===== src/rtl/disp_entry_buffer.sv =====
// disp_entry_buffer
// Calculator-style digit entry buffer feeding NDIG seven-segment displays.
// Keypad digits shift in from the right (digit 0 = rightmost). Other keys give
// backspace, clear and sign toggle. A separate positional write path lets the
// result path overwrite single digits.
//
// Ports:
//   clock      system clock, rising edge
//   reset      asynchronous, active-high
//   key_valid  1-cycle strobe qualifying key_code
//   key_code   0-9 digit, 10 backspace, 11 clear, 12 sign toggle, 13-15 ignored
//   wr_valid   1-cycle strobe for a positional write (loses to key_valid)
//   wr_pos     target digit index of the positional write
//   wr_dig     BCD value of the positional write
//   seg        per-digit segments, bit0=a..bit6=g, active-high, registered
//   count      number of significant digits held
//   neg        sign flag
//   full       count == NDIG
//   err        1-cycle pulse on a rejected key
module disp_entry_buffer #(
  parameter int NDIG = 8
) (
  input  logic                          clock,
  input  logic                          reset,
  input  logic                          key_valid,
  input  logic [3:0]                    key_code,
  input  logic                          wr_valid,
  input  logic [$clog2(NDIG)-1:0]       wr_pos,
  input  logic [3:0]                    wr_dig,
  output logic [NDIG-1:0][6:0]          seg,
  output logic [$clog2(NDIG+1)-1:0]     count,
  output logic                          neg,
  output logic                          full,
  output logic                          err
);

  localparam int CW = $clog2(NDIG + 1);
  localparam logic [NDIG*7-1:0] SEG_RST = {{((NDIG - 1) * 7){1'b0}}, 7'h3F};

  typedef enum logic [1:0] {
    ST_EMPTY = 2'd0,
    ST_ENTRY = 2'd1,
    ST_FULL  = 2'd2
  } state_t;

  state_t                 state_r, state_nxt_s;
  logic [NDIG-1:0][3:0]   dig_r, dig_nxt_s;
  logic [CW-1:0]          count_r, count_nxt_s;
  logic                   neg_r, neg_nxt_s;
  logic                   err_r, err_nxt_s;
  logic                   full_r;
  logic [NDIG-1:0][6:0]   seg_r, seg_nxt_s;
  logic                   wr_ok_s;
  logic [CW-1:0]          wr_cnt_s;

  // BCD digit to seven-segment pattern (a = bit 0)
  function automatic logic [6:0] seg7(input logic [3:0] d);
    case (d)
      4'd0:    seg7 = 7'h3F;
      4'd1:    seg7 = 7'h06;
      4'd2:    seg7 = 7'h5B;
      4'd3:    seg7 = 7'h4F;
      4'd4:    seg7 = 7'h66;
      4'd5:    seg7 = 7'h6D;
      4'd6:    seg7 = 7'h7D;
      4'd7:    seg7 = 7'h07;
      4'd8:    seg7 = 7'h7F;
      4'd9:    seg7 = 7'h6F;
      default: seg7 = 7'h00;
    endcase
  endfunction

  // Qualify the positional write and compute the count it implies
  always_comb begin
    wr_ok_s  = (32'(wr_pos) < 32'(NDIG)) && (wr_dig < 4'd10);
    wr_cnt_s = CW'(wr_pos) + CW'(1);
  end

  // Next-state decode for keys and positional writes; keys take priority
  always_comb begin
    dig_nxt_s   = dig_r;
    count_nxt_s = count_r;
    neg_nxt_s   = neg_r;
    err_nxt_s   = 1'b0;
    if (key_valid) begin
      case (key_code)
        4'd10: begin
          if (state_r == ST_EMPTY) begin
            err_nxt_s = 1'b1;
          end else begin
            dig_nxt_s   = {4'd0, dig_r[NDIG-1:1]};
            count_nxt_s = count_r - CW'(1);
            // An empty buffer never carries a sign
            if (count_r == CW'(1)) neg_nxt_s = 1'b0;
            else                   neg_nxt_s = neg_r;
          end
        end
        4'd11: begin
          dig_nxt_s   = '0;
          count_nxt_s = '0;
          neg_nxt_s   = 1'b0;
        end
        4'd12: begin
          if (state_r == ST_ENTRY) neg_nxt_s = ~neg_r;
          else                     err_nxt_s = 1'b1;
        end
        4'd13, 4'd14, 4'd15: begin
          err_nxt_s = 1'b0;
        end
        default: begin
          case (state_r)
            ST_EMPTY: begin
              // Leading zeros are swallowed silently
              if (key_code != 4'd0) begin
                dig_nxt_s[0] = key_code;
                count_nxt_s  = CW'(1);
              end else begin
                count_nxt_s  = count_r;
              end
            end
            ST_ENTRY: begin
              dig_nxt_s   = {dig_r[NDIG-2:0], key_code};
              count_nxt_s = count_r + CW'(1);
            end
            ST_FULL: begin
              err_nxt_s = 1'b1;
            end
            default: begin
              err_nxt_s = 1'b0;
            end
          endcase
        end
      endcase
    end else if (wr_valid && wr_ok_s) begin
      dig_nxt_s[wr_pos] = wr_dig;
      if (wr_cnt_s > count_r) count_nxt_s = wr_cnt_s;
      else                    count_nxt_s = count_r;
    end else begin
      err_nxt_s = 1'b0;
    end
  end

  // FSM state follows the new digit count
  always_comb begin
    if (count_nxt_s == '0)              state_nxt_s = ST_EMPTY;
    else if (count_nxt_s == CW'(NDIG))  state_nxt_s = ST_FULL;
    else                                state_nxt_s = ST_ENTRY;
  end

  // Display image of the currently held state (registered one edge later)
  always_comb begin
    seg_nxt_s = '0;
    for (int i = 0; i < NDIG; i++) begin
      if (count_r == '0 && i == 0)             seg_nxt_s[i] = 7'h3F;
      else if (i < int'(count_r))              seg_nxt_s[i] = seg7(dig_r[i]);
      else if (neg_r && i == int'(count_r))    seg_nxt_s[i] = 7'h40;
      else                                     seg_nxt_s[i] = 7'h00;
    end
  end

  // Entry FSM, digit store and registered outputs
  always_ff @(posedge clock or posedge reset) begin
    if (reset) begin
      state_r <= ST_EMPTY;
      dig_r   <= '0;
      count_r <= '0;
      neg_r   <= 1'b0;
      err_r   <= 1'b0;
      full_r  <= 1'b0;
      seg_r   <= SEG_RST;
    end else begin
      state_r <= state_nxt_s;
      dig_r   <= dig_nxt_s;
      count_r <= count_nxt_s;
      neg_r   <= neg_nxt_s;
      err_r   <= err_nxt_s;
      full_r  <= (state_nxt_s == ST_FULL);
      seg_r   <= seg_nxt_s;
    end
  end

  assign seg   = seg_r;
  assign count = count_r;
  assign neg   = neg_r;
  assign full  = full_r;
  assign err   = err_r;

endmodule


===== config.mk =====
export PLATFORM = sky130hd
export DESIGN_NAME = disp_entry_buffer
export DESIGN_NICKNAME = d
export VERILOG_FILES = /design/src/rtl/disp_entry_buffer.sv
export SDC_FILE = /design/constraint.sdc
export NUM_CORES = 1
export LEC_CHECK = 0
export CAP_MARGIN = 30
export CORE_MARGIN = 4
export CORE_UTILIZATION = 50
export DETAILED_ROUTE_END_ITERATION = 10
export GPL_ROUTABILITY_DRIVEN = 0
export PLACE_DENSITY = 0.74
export SETUP_SLACK_MARGIN = 0.3
export SLEW_MARGIN = 30
export SYNTH_ARGS = -nofsm -noshare
export SYNTH_HDL_FRONTEND = slang
export SYNTH_SLANG_ARGS = --single-unit

===== constraint.sdc =====
create_clock -name clock -period 3 [get_ports clock]
set_input_delay 0.3 -clock clock [delete_from_list [all_inputs] [get_ports clock]]
set_output_delay 0.3 -clock clock [all_outputs]
set_load 0.03 [all_outputs]

# [Yosys cells after proc, flatten, opt, wreduce, memory -nomap -nowiden]
# Memory sizes are Yosys's and may differ from the RTL's.
# Cells that the tools add are included.
# Widths: inputs -> output; s select.
[word_totals] ff_bits=97 rom_bits=896 inputBits=15 elab_cells=138 mem_count=8
[memory_table] memory="(no name shown)" depth=16 word_bits=7 read_ports=1 rd_ports_with_merged_regs=0 wr=0 line="58" rtl="case (d)"
[memory_table] memory="(no name shown)" depth=16 word_bits=7 read_ports=1 rd_ports_with_merged_regs=0 wr=0 line="58"
[memory_table] memory="(no name shown)" depth=16 word_bits=7 read_ports=1 rd_ports_with_merged_regs=0 wr=0 line="58"
[memory_table] memory="(no name shown)" depth=16 word_bits=7 read_ports=1 rd_ports_with_merged_regs=0 wr=0 line="58"
[memory_table] memory="(no name shown)" depth=16 word_bits=7 read_ports=1 rd_ports_with_merged_regs=0 wr=0 line="58"
[memory_table] memory="(no name shown)" depth=16 word_bits=7 read_ports=1 rd_ports_with_merged_regs=0 wr=0 line="58"
[memory_table] memory="+2 memories"
[op_classes] addsub=3 n_lt_le_gt_ge=12 n_eq_ne=26 muxes=45 n_bitwise=1 n_reduce_logical=22
[op_table] op="$mux 7" count=17
[op_table] op="$mux 32" count=3
[op_table] op="$pmux 32 s3" count=1
[op_table] op="$bwmux 32" count=1
[op_table] op="$eq 4x4->1 const B" count=7
[op_table] op="$mux 28" count=1
[op_table] op="$mux 4" count=7
[op_table] op="$eq 4x4->1 const A" count=4
[op_table] op="$lt 3x4->1 const A" count=4
[op_table] op="$pmux 4 s2" count=2
[op_table] op="$demux 4 s3" count=1
[op_table] op="$logic_not 4->1" count=3
[op_table] op="$pmux 4 s3" count=1
[op_table] op="$logic_and 1x1->1" count=10
[op_table] op="$reduce_and 5->1" count=2
[op_table] op="$eq 3x4->1 const A" count=2
[op_table] op="$lt 1x4->1 const A" count=2
[op_table] op="$lt 2x4->1 const A" count=2
[op_table] op="$ne 2x2->1 const B" count=4
[op_table] op="$reduce_or 4->1" count=2
[op_table] op="$mux 1" count=7
[op_table] op="$pmux 1 s3" count=2
[op_table] op="$ne 5x1->1 const B" count=1
[op_table] op="$add 3x1->4 const B" count=1
[op_table] op="other kinds (20)" count=22

# [Depth between registers and ports, before layout]
[depth] word_depth=9 ltp_mapped=9

# [Least setup slack after synthesis]
# Ideal clock, no wire load.
[synth_timing] kind="register -> register" start="reg count_r[1], in the netlist count[1]" end="reg state_r[0]" t_arrival_ns=2.604 required_time_ns=2.869 path_slack_ns=0.265 stages_incl_launch_ff=9 synth_period_minus_slack_ns=2.735 path_cell_list="dfrtp_1 > inv_1 > ha_1 > and3b_1 > o21ai_1 > a21oi_1 > mux2_2 > or4_4 > or3_1"
[synth_between] elab_chain_len=7 word_cells_on_any_way=14 classes_between="add/sub: 2; order compare: 1; eq/ne: 1; mux: 9; reduce/logical: 1"
[synth_lines] element="start, declared" line="48" rtl="logic [CW-1:0] count_r, count_nxt_s;"
[synth_lines] element="start signal, assigned" line="174" rtl="count_r <= count_nxt_s;"
[synth_lines] element="$add 4x1->4, or another cell as far along" line="123" rtl="count_nxt_s = count_r + CW'(1);"
[synth_lines] element="$pmux 4 s2, or another cell as far along" line="111" rtl="case (state_r)"
[synth_lines] element="$pmux 4 s3 / $mux 4 (equally long branches)" line="86, 134"
[synth_lines] element="$mux 4 *" line="85" rtl="if (key_valid) begin"
[synth_lines] element="via count_nxt_s[2]" line="48"
[synth_lines] element="$eq 4x4->1" line="146" rtl="else if (count_nxt_s == CW'(NDIG)) state_nxt_s = ST_FULL;"
[synth_lines] element="$mux 2" line="146"
[synth_lines] element="$mux 2 *" line="145" rtl="if (count_nxt_s == '0) state_nxt_s = ST_EMPTY;"
[synth_lines] element="via state_nxt_s[0]" line="46" rtl="state_t state_r, state_nxt_s;"
[synth_lines] element="end signal, assigned" line="172" rtl="state_r <= state_nxt_s;"
[synth_lines] element="end, declared" line="46"
# Mark *: on every way through the listed nets, which the timed path passes. The rest lies on a longest branch.
# A chain may end at the register's enable or synchronous reset.

# [Worst setup path after layout]
[layout_timing] start="in wr_pos[1]" end="reg state_r[0]"
[layout_between] elab_chain_len=8 word_cells_on_any_way=9 classes_between="add/sub: 1; order compare: 1; eq/ne: 1; mux: 5; reduce/logical: 1"
[layout_lines] element="start, declared" line="28" rtl="input logic [$clog2(NDIG)-1:0] wr_pos,"
[layout_lines] element="$add 3x1->4 *" line="76" rtl="wr_cnt_s = CW'(wr_pos) + CW'(1);"
[layout_lines] element="$gt 4x4->1" line="136" rtl="if (wr_cnt_s > count_r) count_nxt_s = wr_cnt_s;"
[layout_lines] element="$mux 4 *" line="136"
[layout_lines] element="$mux 4 *" line="134" rtl="end else if (wr_valid && wr_ok_s) begin"
[layout_lines] element="$mux 4 *" line="85"
[layout_lines] element="via count_nxt_s[2]" line="48"
[layout_lines] element="$eq 4x4->1" line="146"
[layout_lines] element="$mux 2" line="146"
[layout_lines] element="$mux 2 *" line="145"
[layout_lines] element="via state_nxt_s[0]" line="46"
# Marked as above.

==> out/results.ini <==
[status]
status=complete, no violations

[sta]
clock.fmax_mhz=383
holdWs_ns=0.388
slew_violations=0
fin_crit_ns=2.61
skew_ns=0.00656
period_share_pct=87.1
worstMarginPinSlew_ns=0.927
timing.final.ws_setup_ns=0.387
hold_viol=0
finalSetupViolCount=0
relSlewSlack_pct=38.0
rsz0062_at_grt=false

[setup_path]
critical_path_arrival_ns=2.84
crit_path_max_incr_delay_ns=0.43
critPathSlowestCell=or4_4
required_ns=3.23
worstSetupPathType=input port to register
startpoint_type=input port
path_max_fanout=3
crit_path_end_kind=register
path_cells=dlygate4sd2_1 > ha_2 > xor2_2 > ha_1 > and3b_2 > o21ai_2 > a21oi_2 > mux2_2 > or4_4 > or3_1

[synth]
synth_edf_count=0
synth_fp_nets=687
synth.avg_cell_area_um2=9.18
ys.flop_type=dfrtp_1
ys_ff_latch=96
yosys_warnings=0
netlist-cell-type-count=64
syn_inst=628
async_flop_share_pct=100
syn_area_mm2=0.00577
seq_area_frac_synth_pct=41.8

[place]
port_buffers=77
place_hpwl_um=10400
place_ws_ns=-0.177

[grt]
grt_pass1_vias=4854
overflow=0
grt_pass1_wl_um=24300
grt_max_degree=44
antenna_found_initial=0
grt.total_usage_pct=22.8

[detailed_routing]
wl_per_cell_um=16.7
drc_errors=0
antenna_left=0
num_vias=4942
drtIter0Drc=338
viasPerCell=5.81
routed_wl_um=14200
drt_pass1_iterations=5

[layout]
diodes=0
mostFrequentLayoutCell=dfrtp_1
drive_above_1_share_pct=9.86
fin_nets=764
areaGrowthSynthToFinish_pct=23.1
mostFrequentLayoutCells=dfrtp_1 (89), nor2_1 (85), clkdlybuf4s50_1 (74)
fill_cells=929

[power_and_ir_drop]
clkPwrFrac_pct=16.9
pwr-share-seq_pct=31.9
p_per_area_mw_per_mm2=1040
p_sw_mw=3.19
max-vdd-ir-drop_uv=583
power_mw=7.40
p_int_mw=4.21
p_leak_nw=3.07
swShare_pct=43.1
pwr-share-comb_pct=51.2

[die]
core-area_mm2=0.0111
initial_core_util_pct=52.0
ios=78
die_h_um=115
fp.dieW_um=115
row_count=38
die-area_mm2=0.0133

[clock_network]
cts_hold_buf=0
htreeDepth=3
path_clk_slew_ns=0.07
cts_tree=done
clk_latency_ns=0.35
cts.sinks=96
numCtsBuffers=9
cts-root-buf=clkbuf_16
cts_max_path_buffers=2

[hold_path]
hold_path.class=input port to asynchronous set/reset pin

[run]
maxCapViolCount=0

-- per-stage QoR --
| step | TNS, ns | std cells | utilization (%) | area, um2 |
|---|---|---|---|---|
| 2_1_floorplan | 0 | 628 | - | 5770 |
| 3_3_place_gp | -0.0753 | 831 | 60.8 | 6740 |
| 3_5_place_dp | -0.314 | 831 | 60.8 | 6740 |
| 4_1_cts | 0 | 847 | 63.7 | 7060 |
| 5_1_grt | 0 | 850 | 64.1 | 7100 |
| 6_report | 0 | 850 | 64.1 | 7100 |
-- path summary, 6_finish.rpt --
check / from / to / slack, ns / cells past startpoint
max: wr_pos[1] / state_r[0]$_DFF_PP0_ / 0.39 / 10
min: reset / seg[30]$_DFF_PP0_ / 0.39 / 2
max reg2reg: count[0]$_DFF_PP0_ / state_r[0]$_DFF_PP0_ / 0.40 / 6
min reg2reg: dig_r[0]$_DFFE_PP0P_ / dig_r[0]$_DFFE_PP0P_ / 0.67 / 2
max in group asynchronous: reset / count[1]$_DFF_PP0_ / 1.85 / 3
min in group clock: dig_r[0]$_DFFE_PP0P_ / dig_r[0]$_DFFE_PP0P_ / 0.67 / 2
-- Yosys cell counts (3+ instances only) --
| cell | n | area share, % |
|---|---|---|
| and2_1 | 5 | 0.54 |
| nor3_1 | 8 | 0.69 |
| nand2b_1 | 18 | 2.0 |
| or2_2 | 3 | 0.33 |
| or3_1 | 4 | 0.43 |
| a21o_1 | 5 | 0.65 |
| or3b_2 | 3 | 0.46 |
| a21boi_1 | 3 | 0.39 |
| dfstp_2 | 6 | 2.7 |
| nand3b_1 | 4 | 0.52 |
| a21oi_1 | 59 | 5.1 |
| nand3_1 | 8 | 0.69 |
| dfrtp_1 | 90 | 39 |
| nor2b_1 | 9 | 0.98 |
| o211ai_1 | 5 | 0.65 |
| inv_1 | 32 | 2.1 |
| o21a_1 | 8 | 1.0 |
| o21ai_0 | 43 | 3.7 |
| a22oi_1 | 9 | 1.2 |
| mux2_2 | 11 | 2.1 |
| nor2_1 | 85 | 5.5 |
| nand2_1 | 38 | 2.5 |
| mux2i_1 | 21 | 3.6 |
| a211oi_1 | 8 | 1.0 |
| nor4_1 | 4 | 0.43 |
| o211a_1 | 4 | 0.69 |
| a221oi_1 | 18 | 2.7 |
| ha_1 | 44 | 9.5 |
| buf_2 | 3 | 0.26 |
| clkbuf_1 | 26 | 1.7 |
-- per-layer routing --
metal | vias up | routed length, um | global-route usage (%)
met2 | 170 | 6980 | 37.2
li1 | 2378 | - | -
met1 | 2369 | 6080 | 30.7
met4 | 0 | 294 | 8.53
met5 | - | 0 | 0
met3 | 25 | 864 | 3.79
-- registers in the layout, summed over array words and instances (netlist names) --
name     count
err          1
state_r      1
neg          1
seg         56
count        4
dig_r       32
full         1
-- critical path, delay by kind of cell --
kind                     cells  cell delay (ns)
AND/OR/NAND/NOR              3             1.01
buffers and inverters        1             0.25
AO/OA/AOI/OAI                2             0.20
adder cells (fa/ha/maj)      2             0.53
XOR/XNOR                     1             0.18
multiplexers                 1             0.35
-- area by class of cell --
class	count	area [um2]	share of cell area, %
timing repair buffer	100	956	13.5
multi-input combinational	466	3110	43.9
sequential	96	2410	34.0
tap	140	175	2.47
clock inverter	3	67.6	0.952
clock buffer	13	250	3.53
inverter	32	124	1.75
-- timing repair --
action,4_1_cts,5_1_grt
pin swaps,6,1
buffers inserted,0,3
resized for setup,5,3
endpoints found under the hold margin,0,0
setup endpoints to repair,2,1
-- cell families after synthesis --
group / count (synthesis) / synth area share, %
DFF: 96 / 41.8
AOI/OAI and AO/OA: 183 / 20.5
xor gates and xnor gates: 2 / 0.304
adders and majority gates: 45 / 9.72
muxes: 32 / 5.79
buffers and inverters: 66 / 4.62
and+or+nand+nor: 204 / 17.3
-- power by group through the flow --
stage	logic (mW)	registers [mW]	clock network, mW
2_1_floorplan	1.75	2.98	0
3_3_place_gp	3.64	2.36	0
3_5_place_dp	3.72	2.39	0
4_1_cts	3.76	2.37	1.26
5_1_grt	4.12	2.45	1.33
6_report	3.78	2.36	1.25
Note: power is estimated with default switching activity, not from simulation.
